==> src/rtl/mul_iter_unit_if.sv <==
// mul_iter_unit_if: request/response bundle between the controller and the iterative multiplier.
interface mul_iter_unit_if #(parameter int WIDTH = 32);
    logic             Start;
    logic [1:0]       MulCtrl;
    logic [WIDTH-1:0] SrcA;
    logic [WIDTH-1:0] SrcB;
    logic             Busy;
    logic             Done;
    logic [WIDTH-1:0] ResultLo;
    logic [WIDTH-1:0] ResultHi;
    logic             Stall;
    modport master (output Start, MulCtrl, SrcA, SrcB, input Busy, Done, ResultLo, ResultHi, Stall);
    modport slave (input Start, MulCtrl, SrcA, SrcB, output Busy, Done, ResultLo, ResultHi, Stall);
endinterface

==> src/rtl/mul_iter_unit.sv <==
// mul_iter_unit: shift-add multiplier, one iteration per cycle, MUL/UMULL/SMULL.
// SMULL runs on magnitudes and applies the sign to the 2*WIDTH-bit product on entry to DONE.
module mul_iter_unit #(parameter int WIDTH = 32) (
    input logic            clk,
    input logic            reset,
    mul_iter_unit_if.slave bus
);
    localparam int CW = $clog2(WIDTH + 1);
    typedef enum logic [1:0] {IDLE, RUN, DONE} state_t;
    state_t state_q, state_d;
    logic [WIDTH-1:0] mcand_q, mcand_d, mplier_q, mplier_d, lo_q, lo_d, hi_q, hi_d;
    logic [2*WIDTH:0] acc_q, acc_d;
    logic [CW-1:0] cnt_q, cnt_d;
    logic [1:0] ctrl_q, ctrl_d;
    logic neg_q, neg_d;
    logic accept, smull, long_q;
    logic [WIDTH:0] sum;
    logic [2*WIDTH-1:0] prod;
    assign accept = bus.Start && (state_q == IDLE || state_q == DONE);
    assign smull = bus.MulCtrl == 2'b10;
    assign long_q = ctrl_q == 2'b01 || ctrl_q == 2'b10;
    assign sum = acc_q[2*WIDTH:WIDTH] + (mplier_q[0] ? {1'b0, mcand_q} : '0);
    assign prod = neg_q ? ~acc_q[2*WIDTH-1:0] + 1'b1 : acc_q[2*WIDTH-1:0];
    always_comb begin
        state_d = state_q;
        mcand_d = mcand_q;
        mplier_d = mplier_q;
        acc_d = acc_q;
        cnt_d = cnt_q;
        ctrl_d = ctrl_q;
        neg_d = neg_q;
        lo_d = lo_q;
        hi_d = hi_q;
        if (accept) begin
            state_d = RUN;
            ctrl_d = bus.MulCtrl;
            mcand_d = smull && bus.SrcA[WIDTH-1] ? ~bus.SrcA + 1'b1 : bus.SrcA;
            mplier_d = smull && bus.SrcB[WIDTH-1] ? ~bus.SrcB + 1'b1 : bus.SrcB;
            neg_d = smull && (bus.SrcA[WIDTH-1] ^ bus.SrcB[WIDTH-1]);
            acc_d = '0;
            cnt_d = '0;
        end else if (state_q == RUN) begin
            if (cnt_q == CW'(WIDTH)) begin
                state_d = DONE;
                lo_d = prod[WIDTH-1:0];
                hi_d = long_q ? prod[2*WIDTH-1:WIDTH] : '0;
            end else begin
                acc_d = {1'b0, sum, acc_q[WIDTH-1:1]};
                mplier_d = mplier_q >> 1;
                cnt_d = cnt_q + CW'(1);
            end
        end else if (state_q == DONE) begin
            state_d = IDLE;
        end
    end
    always_ff @(posedge clk or negedge reset) begin
        if (!reset) begin
            state_q <= IDLE;
            mcand_q <= '0;
            mplier_q <= '0;
            acc_q <= '0;
            cnt_q <= '0;
            ctrl_q <= '0;
            neg_q <= 1'b0;
            lo_q <= '0;
            hi_q <= '0;
        end else begin
            state_q <= state_d;
            mcand_q <= mcand_d;
            mplier_q <= mplier_d;
            acc_q <= acc_d;
            cnt_q <= cnt_d;
            ctrl_q <= ctrl_d;
            neg_q <= neg_d;
            lo_q <= lo_d;
            hi_q <= hi_d;
        end
    end
    assign bus.Busy = state_q == RUN;
    assign bus.Done = state_q == DONE;
    assign bus.ResultLo = lo_q;
    assign bus.ResultHi = hi_q;
    assign bus.Stall = accept || state_q == RUN;
endmodule

==> src/flat_wrapper.sv <==
// flat-port wrapper written by rule: the top's interface ports become plain ports
module mul_iter_unit_flat 
#(parameter int WIDTH = 32)
  (clk, reset, bus_Start, bus_MulCtrl, bus_SrcA, bus_SrcB, bus_Busy, bus_Done, bus_ResultLo, bus_ResultHi, bus_Stall);
  mul_iter_unit_if #(.WIDTH(WIDTH)) bus_i ();
  input logic clk;
  input logic reset;
  input wire logic [$bits(bus_i.Start)-1:0] bus_Start;
  input wire logic [$bits(bus_i.MulCtrl)-1:0] bus_MulCtrl;
  input wire logic [$bits(bus_i.SrcA)-1:0] bus_SrcA;
  input wire logic [$bits(bus_i.SrcB)-1:0] bus_SrcB;
  output wire logic [$bits(bus_i.Busy)-1:0] bus_Busy;
  output wire logic [$bits(bus_i.Done)-1:0] bus_Done;
  output wire logic [$bits(bus_i.ResultLo)-1:0] bus_ResultLo;
  output wire logic [$bits(bus_i.ResultHi)-1:0] bus_ResultHi;
  output wire logic [$bits(bus_i.Stall)-1:0] bus_Stall;
  assign bus_i.Start = bus_Start;
  assign bus_i.MulCtrl = bus_MulCtrl;
  assign bus_i.SrcA = bus_SrcA;
  assign bus_i.SrcB = bus_SrcB;
  assign bus_Busy = bus_i.Busy;
  assign bus_Done = bus_i.Done;
  assign bus_ResultLo = bus_i.ResultLo;
  assign bus_ResultHi = bus_i.ResultHi;
  assign bus_Stall = bus_i.Stall;
  mul_iter_unit #(.WIDTH(WIDTH)) u_core (.clk(clk), .reset(reset), .bus(bus_i));
endmodule
==> config.mk <==
export PLATFORM = sky130hd
export DESIGN_NAME = mul_iter_unit_flat
export DESIGN_NICKNAME = d
export VERILOG_FILES = /design/src/rtl/mul_iter_unit_if.sv /design/src/rtl/mul_iter_unit.sv /design/src/flat_wrapper.sv
export SDC_FILE = /design/constraint.sdc
export NUM_CORES = 1
export LEC_CHECK = 0
export ABC_CLOCK_PERIOD_IN_PS = 3300
export BUFFER_PORTS_ARGS = -buffer_cell sky130_fd_sc_hd__buf_4
export CORE_MARGIN = 2
export CORE_UTILIZATION = 40
export CTS_CLUSTER_SIZE = 12
export DETAILED_ROUTE_END_ITERATION = 8
export PLACE_DENSITY_LB_ADDON = 0.25
export SLEW_MARGIN = 20
export SYNTH_ARGS = -nofsm -noshare
export SYNTH_HDL_FRONTEND = slang
export SYNTH_SLANG_ARGS = --single-unit
==> constraint.sdc <==
create_clock -name clk -period 3.3 [get_ports clk]
set_input_delay 0.66 -clock clk [delete_from_list [all_inputs] [get_ports clk]]
set_output_delay 0.66 -clock clk [all_outputs]
set_load 0.01 [all_outputs]
* Word level (Yosys, flattened, before mapping)
Index checks and enable logic that the tools add are counted.
** Cells by class
- Add/sub/neg operators :: 5
- Eq/ne operators :: 8
- Mux-type cells :: 18
- Bitwise operators :: 5
- Reductions and logical operators :: 13
** Operators by type and width (count)
- two-way mux 32 bit :: 7
- two-way mux 65 bit :: 3
- adder 32 x 1 -> 32 bit, second input constant :: 2
- adder 64 x 1 -> 64 bit, second input constant :: 1
- two-way mux 64 bit :: 1
- NOT 32 bit :: 2
- NOT 64 bit :: 1
- adder 33 bit :: 1
- two-way mux 6 bit :: 3
- two-way mux 2 bit :: 4
- adder 6 x 1 -> 6 bit, second input constant :: 1
- == test 2 bit, second input constant :: 3
- == test 6 bit, second input constant :: 1
- == test 2 x 1 -> 1 bit, second input constant :: 2
- logical AND 1 bit :: 4
- AND reduction 2 bit :: 2
- logical OR 1 bit :: 3
- inequality test 3 x 1 -> 1 bit, second input constant :: 1
- AND reduction 3 bit :: 1
- nonzero test 3 bit :: 1
- logical NOT 2 bit :: 1
- inequality test 2 x 1 -> 1 bit, second input constant :: 1
- nonzero test 2 bit :: 1
- NOT 1 bit :: 1
- XOR 1 bit :: 1
** Storage, ports and cells
- Register bits after elaboration :: 204
- Input port bits :: 69
- Logic and storage cells :: 58

* Longest topological paths before layout
- Depth after elaboration :: 5
- Depth in mapped cells :: 12
- Mapped depth without buffers :: 11

* Worst setup path after synthesis
OpenSTA, ideal clock, no wires.
- Path kind :: input to register
- Start :: input bus_SrcB[8]
- End :: register u_core.mplier_q[25]
- Setup time :: 0.082 ns
- Arrival time :: 2.998 ns
- Data required time :: 3.218 ns
- Path slack :: 0.220 ns
- Stages :: 8
- Buffers on the path :: 0
- Path through :: or4_4 -> or3_4 -> or4_4 -> or4_4 -> o31ai_4 -> xnor2_1 -> nor2_1 -> a31oi_1
** Between the ends
- Word-level cells in the longest chain between the ends :: 4
** RTL lines
- from (decl) :: line flat_wrapper.sv:11 : input wire logic [$bits(bus_i.SrcB)-1:0] bus_SrcB;
- NOT 32 bit :: line mul_iter_unit.sv:38 : mplier_d = smull && bus.SrcB[WIDTH-1] ? ~bus.SrcB + 1'b1 : bus.SrcB;
- adder 32 x 1 -> 32 bit :: line mul_iter_unit.sv:38
- two-way mux 32 bit :: line mul_iter_unit.sv:38
- two-way mux 32 bit :: line mul_iter_unit.sv:34 : if (accept) begin
- to (signal assigned) :: line mul_iter_unit.sv:70 : mplier_q <= mplier_d;
- to (decl) :: line mul_iter_unit.sv:11 : logic [WIDTH-1:0] mcand_q, mcand_d, mplier_q, mplier_d, lo_q, lo_d, hi_q, hi_d;
Every way passes these cells.
A chain may end at the register's enable or synchronous reset.

* Final worst setup path
- Start :: register u_core.mplier_q[0]
- End :: register u_core.acc_q[61]
** Between the ends
- Word-level cells in the longest chain between the ends :: 5
** RTL lines
- two-way mux 32 bit :: line mul_iter_unit.sv:22 : assign sum = acc_q[2*WIDTH:WIDTH] + (mplier_q[0] ? {1'b0, mcand_q} : '0);
- adder 33 bit :: line mul_iter_unit.sv:22
- two-way mux 65 bit :: line mul_iter_unit.sv:43 : if (cnt_q == CW'(WIDTH)) begin
- two-way mux 65 bit :: line mul_iter_unit.sv:42 : end else if (state_q == RUN) begin
- two-way mux 65 bit :: line mul_iter_unit.sv:34
- to (signal assigned) :: line mul_iter_unit.sv:61 : acc_q <= '0;
- to (signal assigned) :: line mul_iter_unit.sv:71 : acc_q <= acc_d;
- to (decl) :: line mul_iter_unit.sv:12 : logic [2*WIDTH:0] acc_q, acc_d;
Every way passes these cells. The select of a mux whose other input is x is not followed.

==> results by group <==
Timing
  • Remaining max-slew budget at the tightest pin: between 30% and 40%
  • Aggregate negative setup slack: 0 ns
  • Worst Skew: 0.00871 ns
  • Max Slew Vio Count: 0
  • Final-report hold violation count: 0
  • Post-route minimum period: 3.14 ns
  • Least-Margin Pin Slew: between 1 and 1.5 ns
  • Ratio of final minimum period to clock period: between 90% and 100%
  • Min setup slack post-route: ~0.16 ns
  • RSZ-0062 raised after global routing: false
  • Hold_ws: around 0.16 ns
  • Highest clock rate: approximately 320 MHz
  • Setup violations, final: 0

Yosys
  • Share of synthesized cell area in full adder, half adder and majority cells: between 4 and 5%
  • Avg Cell Area, Syn: 8.27 um^2
  • Gate count of the mapped netlist: 1474
  • Top cells by area in the synthesized netlist: dfrtp_1, nand2_1, xor2_1
  • Proportion of netlist area held by the largest area contributor: a little over two fifths
  • Simple-gate area share of the yosys netlist: approximately 22%
  • Post-synthesis compound-gate area fraction: a little under a fifth
  • Multiplexer share of the synthesized area: less than 1%
  • Combined area of all synthesized cells: 0.0122 mm^2
  • Post-Synthesis Net Count: about 1600
  • Post-synth EDFFs: 0
  • Dominant synthesized flop cell: dfrtp_1
  • Post-synthesis share of cell area spent on xor and xnor gates: 10.6%
  • Share of synthesized registers carrying an async set or reset: between 90% and 100%
  • Synth cell types: 52
  • Synth Register Bits: 203
  • Fraction of the yosys area taken by sequential cells: 41.7%
  • Leading area contributor after synthesis: dfrtp_1
  • Total of warnings raised by yosys: 0
  • Main combinational cell family by area after synthesis: simple AND/OR/NAND/NOR gates

Detailed routing
  • # DRC: 0
  • Avg WL per Cell: about 15 um
  • Number of vias per cell: 5.35
  • Via count: 10708
  • Iteration-0 DRC count of the detailed router: 594
  • First drt pass iteration count: 5
  • Final Routed Wirelength: between 30000 and 40000 um
  • Post-detailed-route count of antenna-violating nets: 0

Power and ir drop
  • VDD IR max: between 0.3 and 0.4 mV
  • Total power density per cell area: between 300 and 400 mW/mm^2
  • Leakage power of the design: around 0.0064 uW

Setup path
  • Reg-to-reg startpoint: u_core.mplier_q[0]
  • Category of the worst setup path launch point: flip-flop
  • Worst path slowest cell: dfrtp_1
  • Maximum fanout count along the critical path: 6
  • Start point of the critical path: u_core.mplier_q[0]
  • Data arrival, critical path: between 3 and 4 ns
  • Max incr delay on CP: slightly above 0.4 ns
  • Category of the most critical setup path: reg2reg
  • Worst flop-to-flop path endpoint: u_core.acc_q[61]
  • R2R Setup Slk: 0.16 ns
  • List of cells traversed by the critical path: and2_1 -> ha_1 -> fa_1 -> a21o_1 -> a221o_1 -> a21oi_1 -> o31ai_1 -> a31oi_1 -> nor2_1 -> and4_1 -> o31a_1
  • Data required time at the worst endpoint: about 3.7 ns
  • Worst Reg2Reg Path Length in Cells: 11
  • Endpoint kind of the worst setup timing path: flip-flop
  • Termination of the worst setup path: u_core.acc_q[61]

Floorplan
  • Die span in y: ~180 um
  • Ports: roughly 140
  • Core region area: a little under 0.03 mm^2
  • Core Rows: 63
  • X dimension of the die: roughly 180 um
  • Total Die Area: 0.0319 mm^2
  • Initial Util: 40.9%

Clock tree
  • Worst-Skew Late Latency: around 0.51 ns
  • Clock Path Buffers: 3
  • Clock tree from TritonCTS: done
  • Hold_buf cts: 0
  • Clock-pin transition on the worst setup and hold timing paths: about 0.060 ns
  • Root buf cell: clkbuf_16
  • H-tree depth: 1
  • CTS Buf Count: 24
  • CTS sink count: between 200 and 250

Placed design
  • Port Buf Inserts: 135
  • Placed Area: between 0.01 and 0.015 mm^2
  • Detailed placement HPWL: ~22000 um
  • Pre-CTS setup slack: approximately 0.018 ns
  • Placer congestion estimate: a little under 0.9

Global routing
  • Congestion Overflow GR: 0
  • Number of antenna violations at the first check in global routing: 0
  • Vias in the first global route: 10054
  • Wire length of the first global-routing pass: a little over 50000 um
  • Largest net degree at the start of global routing: approximately 140
  • Overall routing resource usage: 19.5%

Run status
  • Outcome: finished clean

Job
  • Number of violations of the max-capacitance limit: 0

Final layout
  • Area growth syn-to-layout: 19.7%
  • Ratio of cells with drive above 1 in the final layout: 14.4%
  • NumNets Final: roughly 1700
  • Design area: approximately 0.015 mm^2
  • Filler cells: 2933
  • Number of antenna diodes: 0

Worst hold path
  • Path type of the worst min-delay path: in2async
-- metal layers --
metal	track usage [%]	wire length (um)
met1	29.0	14900
met2	30.7	13900
met3	2.41	1680
met4	3.62	366
met5	0	0
-- through the flow --
step | cells | power (uW) | utilization [%]
6_report | 2003 | 5420 | 49.0
5_1_grt | 2003 | 5610 | 49.0
4_1_cts | 2001 | 5490 | 48.9
3_5_place_dp | 1959 | 2800 | 46.2
3_3_place_gp | 1959 | 2800 | 46.2
2_1_floorplan | 1474 | 2620 | -
-- layout by cell type (no fill, tap or decap), types with 17 or more instances in the layout --
cell type / instances
o21ai_0: 153
nor2_1: 86
and2_1: 32
xor2_1: 96
ha_1: 40
nor3_1: 30
buf_4: 171
nand3_1: 17
dfrtp_1: 202
o41ai_1: 17
xnor2_1: 51
clkbuf_16: 25
a31oi_1: 35
nand2_1: 341
a21oi_1: 111
inv_1: 19
o31ai_1: 35
-- area by class of cell --
type,count,area [um^2],share of cell area (%)
multi-input combinational,1173,6780,46.4
sequential,203,5080,34.8
inverter,19,71.3,0.489
tap,390,488,3.34
clock inverter,6,82.6,0.566
clock buffer,36,717,4.91
timing repair buffer,176,1380,9.44
-- worst max-delay path, delay by kind of cell, from the launching register on --
| family | cells | cell delay (ns) |
|---|---|---|
| compound gates | 6 | 1.47 |
| flops | 1 | 0.41 |
| simple gates | 3 | 0.50 |
| fa+ha+maj | 2 | 0.65 |
-- worst min path at each step --
stage / cells past startpoint / slack [ns] / to / startpoint
floorplan: 0 / 0.36 / u_core.acc_q[0] / reset
global placement: 2 / 0.45 / u_core.mcand_q[25] / u_core.mcand_q[25]
detailed placement: 2 / 0.47 / u_core.mcand_q[13] / u_core.mcand_q[13]
CTS: 1 / 0.17 / u_core.bus.ResultHi[8] / reset
global route: 1 / 0.20 / u_core.bus.ResultHi[8] / reset
finish: 1 / 0.16 / u_core.bus.ResultHi[8] / reset
-- sequential cells by signal, indices dropped and copies added, names as in the netlist --
register / count
u_core.mcand_q: 32
u_core.acc_q: 64
u_core.neg_q: 1
u_core.cnt_q: 6
u_core.mplier_q: 32
u_core.state_q: 2
u_core.ctrl_q: 2
u_core.bus.ResultHi: 32
u_core.bus.ResultLo: 32
-- power by group --
part | internal [uW] | total (uW) | switching, uW
clock | 1650 | 2670 | 1030
sequential | 2490 | 2490 | 0
combinational | 113 | 260 | 147
total | 4250 | 5420 | 1170
-- cells by family (layout without fill, tap and decap cells) --
kind of cell,count (synthesis),after routing
AO/OA/AOI/OAI,388,388
XOR/XNOR,147,147
adder cells (fa/ha/maj),41,41
buffers and inverters,98,237
flip-flops,203,203
multiplexers,1,1
AND/OR/NAND/NOR,596,596
-- repair_timing --
item | in CTS | in global routing
resized for setup | 0 | 2
buffers inserted | 0 | 2
endpoints found under the setup margin | 0 | 7
-- synth_stat cells (all sizes together) (2+ instances only) --
cell / count
nand2: 342
dfrtp: 203
o21ai: 154
a21oi: 113
xor2: 96
nor2: 86
clkbuf: 68
xnor2: 51
ha: 40
o31ai: 36
a31oi: 35
and2: 34
nor3: 30
inv: 19
o41ai: 18
nand3: 17
or3: 15
nor4: 14
or4: 14
nand4: 13
buf: 11
and3: 9
nand2b: 8
a21o: 6
nor2b: 6
a211oi: 5
o211ai: 4
o21bai: 4
o21a: 3
o31a: 3
nand4b: 2
or2: 2
Note: power is estimated with default switching activity, not from simulation.
